<file path="config.mk">
export PLATFORM = sky130hd
export DESIGN_NAME = button_event_arbiter_flat
export DESIGN_NICKNAME = d
export VERILOG_FILES = /design/src/rtl/button_event_arbiter_if.sv /design/src/rtl/button_event_arbiter.sv /design/src/flat_wrapper.sv
export SDC_FILE = /design/constraint.sdc
export NUM_CORES = 1
export LEC_CHECK = 0
export CORE_MARGIN = 3
export CORE_UTILIZATION = 55
export CTS_CLUSTER_DIAMETER = 50
export DETAILED_ROUTE_END_ITERATION = 7
export MAX_ROUTING_LAYER = met4
export PLACE_DENSITY = 0.76
export RECOVER_POWER = 50
export SETUP_SLACK_MARGIN = 0.2
export SYNTH_ARGS = -nofsm -noshare
export SYNTH_HDL_FRONTEND = slang
export SYNTH_SLANG_ARGS = --single-unit
</file>
<file path="constraint.sdc">
create_clock -name clk -period 3.7 [get_ports clk]
set_input_delay 0.555 -clock clk [delete_from_list [all_inputs] [get_ports clk]]
set_output_delay 0.555 -clock clk [all_outputs]
set_load 0.1 [all_outputs]
</file>
<file path="src/rtl/button_event_arbiter_if.sv">
// Button event stream bundle: press pulses in, serialized event ids and status out.
// BTN_EVT_DROP_CNT_EN adds the drop_count status field.
interface button_event_arbiter_if #(
    parameter int N_REQ = 7,
    parameter int IDX_W = 3
);
    logic [N_REQ-1:0] req_pulse;
    logic             evt_ready;
    logic             clear_overflow;
    logic             evt_valid;
    logic [IDX_W-1:0] evt_id;
    logic [N_REQ-1:0] pending;
    logic             overflow;
`ifdef BTN_EVT_DROP_CNT_EN
    logic [7:0]       drop_count;

    modport slave (
        input  req_pulse, evt_ready, clear_overflow,
        output evt_valid, evt_id, pending, overflow, drop_count
    );
    modport master (
        output req_pulse, evt_ready, clear_overflow,
        input  evt_valid, evt_id, pending, overflow, drop_count
    );
`else
    modport slave (
        input  req_pulse, evt_ready, clear_overflow,
        output evt_valid, evt_id, pending, overflow
    );
    modport master (
        output req_pulse, evt_ready, clear_overflow,
        input  evt_valid, evt_id, pending, overflow
    );
`endif
endinterface

</file>
<file path="src/rtl/button_event_arbiter.sv">
// Latches button press pulses, round-robin serializes them into a small event FIFO.
// Optional BTN_EVT_DROP_CNT_EN adds a saturating count of coalesced presses.
module button_event_arbiter #(
    parameter int N_REQ      = 7,
    parameter int IDX_W      = 3,
    parameter int FIFO_DEPTH = 4,
    parameter int PTR_W      = 2
) (
    input  logic                    clk,
    input  logic                    rst_b,
    button_event_arbiter_if.slave   bus
);

    logic [N_REQ-1:0] pending_q, pending_d;
    logic [IDX_W-1:0] rr_ptr_q, rr_ptr_d;
    logic [PTR_W-1:0] wr_ptr_q, wr_ptr_d;
    logic [PTR_W-1:0] rd_ptr_q, rd_ptr_d;
    logic [PTR_W:0]   count_q, count_d;
    logic             overflow_q, overflow_d;
    logic [IDX_W-1:0] mem_q [FIFO_DEPTH];
    logic [IDX_W-1:0] mem_d [FIFO_DEPTH];

    logic             full;
    logic             grant_vld;
    logic [IDX_W-1:0] grant_idx;
    logic [IDX_W:0]   scan_idx;
    logic [N_REQ-1:0] grant_vec;
    logic             push;
    logic             pop;
    logic             coalesce;

    assign full = (count_q == (PTR_W+1)'(FIFO_DEPTH));

    // First pending bit at or above rr_ptr, wrapping past N_REQ-1.
    always_comb begin
        grant_vld = 1'b0;
        grant_idx = '0;
        scan_idx  = '0;
        for (int k = 0; k < N_REQ; k++) begin
            scan_idx = {1'b0, rr_ptr_q} + (IDX_W+1)'(k);
            if (scan_idx >= (IDX_W+1)'(N_REQ)) begin
                scan_idx = scan_idx - (IDX_W+1)'(N_REQ);
            end
            if (!grant_vld && !full && pending_q[scan_idx[IDX_W-1:0]]) begin
                grant_vld = 1'b1;
                grant_idx = scan_idx[IDX_W-1:0];
            end
        end
    end

    assign grant_vec = grant_vld ? (N_REQ'(1) << grant_idx) : '0;
    assign push      = grant_vld;
    assign pop       = (count_q != '0) && bus.evt_ready;
    // A fresh pulse on the button being granted re-arms it rather than coalescing.
    assign coalesce  = |(bus.req_pulse & pending_q & ~grant_vec);

    always_comb begin
        pending_d  = (pending_q & ~grant_vec) | bus.req_pulse;
        rr_ptr_d   = rr_ptr_q;
        wr_ptr_d   = wr_ptr_q;
        rd_ptr_d   = rd_ptr_q;
        count_d    = count_q;
        overflow_d = overflow_q;
        mem_d      = mem_q;

        if (grant_vld) begin
            rr_ptr_d = (grant_idx == IDX_W'(N_REQ-1)) ? '0 : grant_idx + IDX_W'(1);
        end
        if (push) begin
            mem_d[wr_ptr_q] = grant_idx;
            wr_ptr_d        = wr_ptr_q + PTR_W'(1);
        end
        if (pop) begin
            rd_ptr_d = rd_ptr_q + PTR_W'(1);
        end
        unique case ({push, pop})
            2'b10:   count_d = count_q + (PTR_W+1)'(1);
            2'b01:   count_d = count_q - (PTR_W+1)'(1);
            default: count_d = count_q;
        endcase

        if (coalesce) begin
            overflow_d = 1'b1;
        end else if (bus.clear_overflow) begin
            overflow_d = 1'b0;
        end
    end

    always_ff @(posedge clk or negedge rst_b) begin
        if (!rst_b) begin
            pending_q  <= '0;
            rr_ptr_q   <= '0;
            wr_ptr_q   <= '0;
            rd_ptr_q   <= '0;
            count_q    <= '0;
            overflow_q <= 1'b0;
            for (int i = 0; i < FIFO_DEPTH; i++) begin
                mem_q[i] <= '0;
            end
        end else begin
            pending_q  <= pending_d;
            rr_ptr_q   <= rr_ptr_d;
            wr_ptr_q   <= wr_ptr_d;
            rd_ptr_q   <= rd_ptr_d;
            count_q    <= count_d;
            overflow_q <= overflow_d;
            mem_q      <= mem_d;
        end
    end

    assign bus.evt_valid = (count_q != '0);
    assign bus.evt_id    = (count_q != '0) ? mem_q[rd_ptr_q] : '0;
    assign bus.pending   = pending_q;
    assign bus.overflow  = overflow_q;

`ifdef BTN_EVT_DROP_CNT_EN
    logic [7:0] drop_cnt_q, drop_cnt_d;

    always_comb begin
        drop_cnt_d = drop_cnt_q;
        if (bus.clear_overflow) begin
            drop_cnt_d = coalesce ? 8'd1 : 8'd0;
        end else if (coalesce && (drop_cnt_q != 8'hFF)) begin
            drop_cnt_d = drop_cnt_q + 8'd1;
        end
    end

    always_ff @(posedge clk or negedge rst_b) begin
        if (!rst_b) begin
            drop_cnt_q <= '0;
        end else begin
            drop_cnt_q <= drop_cnt_d;
        end
    end

    assign bus.drop_count = drop_cnt_q;
`endif

endmodule
</file>
<file path="src/flat_wrapper.sv">
// flat-port wrapper written by rule: the top's interface ports become plain ports
module button_event_arbiter_flat 
#(
    parameter int N_REQ      = 7,
    parameter int IDX_W      = 3,
    parameter int FIFO_DEPTH = 4,
    parameter int PTR_W      = 2
)
  (clk, rst_b, bus_req_pulse, bus_evt_ready, bus_clear_overflow, bus_evt_valid, bus_evt_id, bus_pending, bus_overflow);
  button_event_arbiter_if #(.N_REQ(N_REQ), .IDX_W(IDX_W)) bus_i ();
  input  logic clk;
  input  logic rst_b;
  input wire logic [$bits(bus_i.req_pulse)-1:0] bus_req_pulse;
  input wire logic [$bits(bus_i.evt_ready)-1:0] bus_evt_ready;
  input wire logic [$bits(bus_i.clear_overflow)-1:0] bus_clear_overflow;
  output wire logic [$bits(bus_i.evt_valid)-1:0] bus_evt_valid;
  output wire logic [$bits(bus_i.evt_id)-1:0] bus_evt_id;
  output wire logic [$bits(bus_i.pending)-1:0] bus_pending;
  output wire logic [$bits(bus_i.overflow)-1:0] bus_overflow;
  assign bus_i.req_pulse = bus_req_pulse;
  assign bus_i.evt_ready = bus_evt_ready;
  assign bus_i.clear_overflow = bus_clear_overflow;
  assign bus_evt_valid = bus_i.evt_valid;
  assign bus_evt_id = bus_i.evt_id;
  assign bus_pending = bus_i.pending;
  assign bus_overflow = bus_i.overflow;
  button_event_arbiter #(.N_REQ(N_REQ), .IDX_W(IDX_W), .FIFO_DEPTH(FIFO_DEPTH), .PTR_W(PTR_W)) u_core (.clk(clk), .rst_b(rst_b), .bus(bus_i));
endmodule
</file>
==> summary.txt <==
Logic synthesis
  – Syn Inst Count: slightly above 400
  – Synth Area per Inst: 8.71 sq um
  – Asr flop ratio synth: 100%
  – Synth top area cells: dfrtp_1 (21%), mux2i_1 (6.4%), ha_1 (6.3%)
  – Cell Area, Synth: 3570 sq um
  – EDFF count, synth: 0
  – Cell variety after synth: 96
  – Yosys warnings: 0
  – Synth top area share: a little over a fifth
  – Yosys reg bits: 30
  – Post-synth top flop: dfrtp_1
  – Synth area leader: dfrtp_1
  – Sequential share of the synthesized area: about a fifth
  – Syn nets: roughly 440

Die
  – Core area: between 6000 and 7000 sq um
  – Die Wd: between 80 and 90 microns
  – Num ports: 23
  – Die ar.: approximately 7500 sq um
  – Die H: a little under 90 microns
  – Starting Density: between 50% and 60%
  – Rows: 28

Routing
  – Router iterations before antenna repair: 6
  – Wire per inst: roughly 24 microns
  – Total Wirelength: 13.6 mm
  – First-iteration detailed-routing DRC count: around 700
  – Residual DRC count: 0
  – Post-DRT Antenna Nets: 0
  – DR vias: 4081
  – Routed vias/inst: 7.07

STA
  – Final setup violation count: 22
  – FMAX: approximately 0.25 GHz
  – Fin worst setup slack: -0.248 ns
  – Tightest Pin Transition: approximately 1 ns
  – Fin. Hold Viols: 0
  – Min Tclk post-route: between 3 and 4 ns
  – RSZ-0062 raised after global routing: yes
  – Final max-slew violation count: 0
  – Slew margin rel.: 32.8%
  – Total negative slack: -2.45 ns
  – Fin crit share: 107%
  – Hold WS: ~0.51 ns
  – Worst Clk Skew: 0.00989 ns

Global routing
  – Grt total ovfl: 0
  – Global Route met2 Usage: 53.8%
  – Grt met3 use: 4.94%
  – Vias in the first global route: ~3700
  – Largest net degree at the start of global routing: 25
  – First-pass GRT wire length: 18.5 mm
  – GR met1 Demand/Resource: about two fifths
  – Initial antenna violation count: 0
  – Global route hottest layer: met2
  – All-Layer GR Usage: 32.5%

Worst setup path
  – Worst r2r dst: u_core.bus.overflow
  – Crit path launch type: register
  – Critical path type: reg2reg
  – R2R depth: 18
  – Crit path top cell by count: a32oi_1
  – R2R setup slack: -0.25 ns
  – Worst path required time: slightly below 4 ns
  – CP Data Arrival Time: between 4 and 5 ns
  – CP cell instances: inv_2 -> fa_2 -> buf_6 -> nor2_4 -> a32oi_1 -> mux2_4 -> a211oi_4 -> buf_4 -> nor2_1 -> a21oi_1 -> o32a_1 -> a21oi_4 -> inv_4 -> ha_4 -> nand2_2 -> a32oi_1 -> o21ai_1 -> nand4b_1
  – CP max stage cell: fa_2
  – Crit-path max FO: 7
  – CP Capture Type: register
  – RR Startpoint: u_core.rr_ptr_q[2]
  – Crit path largest cell delay: approximately 0.55 ns

Clock network
  – CTS H-tree lvls: 2
  – Worst-Skew Late Latency: 0.30 ns
  – CTS sink cnt: 30
  – CTS Buffer Depth: 2
  – Hold_buf cts: 0
  – CTS clk-pin slew, worst paths: roughly 0.08 ns
  – CTS tree: done
  – Root Driver: clkbuf_8
  – Cts bufs inserted: 5

Worst hold path
  – HP Start: u_core.mem_q[9]
  – Hold path endpoint: u_core.mem_q[9]
  – Hold depth: 2
  – Worst hold path type: reg2reg

Layout
  – # diodes: 0
  – Layout cells sized above 1: 35.3%
  – Layout area overhead: 34.8%
  – # nets final: 532

Place
  – IO Port Bufs: 22
  – DP HPWL: between 8 and 9 mm
  – GP Congestion: about 0.96

Run
  – Max-cap violations: 0

Run status
  – Failing checks: negative setup slack
  – Status: complete, but fails checks
-- final cells by class --
class / count / area [sq um]
Clock inverter: 2 / 12.5
Fill cell: 356 / 1280
Clock buffer: 6 / 82.6
Inverter: 21 / 83.8
Timing Repair Buffer: 113 / 981
Tap cell: 75 / 93.8
Sequential cell: 30 / 753
Multi-Input combinational cell: 330 / 2810
-- through the flow --
step / cells / util (%) / setup WS [ns] / area [sq um]
2_1_floorplan: 410 / - / 0.0388 / 3640
3_3_place_gp: 546 / 70.3 / -0.0628 / 4290
3_5_place_dp: 546 / 70.3 / -0.105 / 4290
4_1_cts: 567 / 75.5 / -0.00124 / 4600
5_1_grt: 577 / 79.0 / -0.364 / 4810
6_report: 577 / 79.0 / -0.248 / 4810
-- cells in the mapped netlist, types with 6 or more instances --
master    count
inv_1        18
a21o_1        7
nor2_1       21
and2_1        9
nor3_1        6
nand2_1      40
dfrtp_1      30
nand3_1       8
clkbuf_1      8
a21oi_1      21
nand2b_1      7
mux2i_1      23
nor2b_1       6
xnor2_1      10
o21ai_0      18
ha_1         18
buf_2        12
-- sequential cells by signal, indices dropped and copies added (netlist names) --
signal	count
u_core.bus.pending	7
u_core.bus.overflow	1
u_core.rd_ptr_q	2
u_core.wr_ptr_q	2
u_core.rr_ptr_q	3
u_core.count_q	3
u_core.mem_q	12
-- logic make-up (layout without fill, tap and decap cells) --
| logic type | count (synthesis) | after routing | share of synthesized area (%) |
|---|---|---|---|
| adder cells (fa/ha/maj) | 20 | 20 | 7.43 |
| buffers and inverters | 50 | 142 | 7.53 |
| flip-flops | 30 | 30 | 21.0 |
| AND/OR/NAND/NOR | 134 | 134 | 20.8 |
| XOR/XNOR | 14 | 14 | 3.43 |
| multiplexers | 32 | 32 | 11.2 |
| AO/OA/AOI/OAI | 130 | 130 | 28.5 |
-- placed cells by master (no fill, tap or decap), drive strengths merged, types with 18 or more instances in the layout --
| cell type | Yosys | layout |
|---|---|---|
| a21oi | 22 | 22 |
| mux2i | 25 | 25 |
| nor2 | 22 | 22 |
| o21ai | 24 | 24 |
| nand2 | 41 | 41 |
| dfrtp | 30 | 30 |
| inv | 20 | 20 |
| ha | 18 | 18 |
| clkdlybuf4s50 | 0 | 19 |
| buf | 20 | 92 |
-- routing by layer --
layer	vias to the layer above	routed length, microns
li1	1722	-
met1	1933	4930
met2	331	6360
met3	95	1310
met4	0	963
met5	-	0
-- how the worst max path moves through the flow --
stage,start,endpoint,slack (ns),cells after the start
6_report,u_core.rr_ptr_q[2],u_core.bus.overflow,-0.25,18
5_1_grt,u_core.rr_ptr_q[0],u_core.bus.overflow,-0.36,18
4_1_cts,u_core.rr_ptr_q[1],u_core.bus.overflow,-0.001,17
3_5_place_dp,u_core.rr_ptr_q[1],u_core.bus.overflow,-0.10,17
3_3_place_gp,u_core.rr_ptr_q[1],u_core.rr_ptr_q[1],-0.06,16
2_1_floorplan,u_core.rr_ptr_q[1],u_core.bus.overflow,0.04,20
-- what timing repair did --
action	4_1_cts	5_1_grt
setup buffers	13	10
gates resized for setup	32	37
endpoints found under the hold margin	0	0
pin swaps	12	11
setup endpoints to repair	16	25
-- critical path, delay by kind of cell, from the launching register on --
kind                       cells  cell delay, ns
AOI/OAI and AO/OA              7            1.30
muxes                          1            0.31
adders and majority gates      2            0.69
and+or+nand+nor                4            0.37
DFF                            1            0.46
buffers and inverters          4            0.67
Power is left out: the tool's default activity adds up to more than one toggle a clock period on the data nets, which glitch-free logic cannot reach.
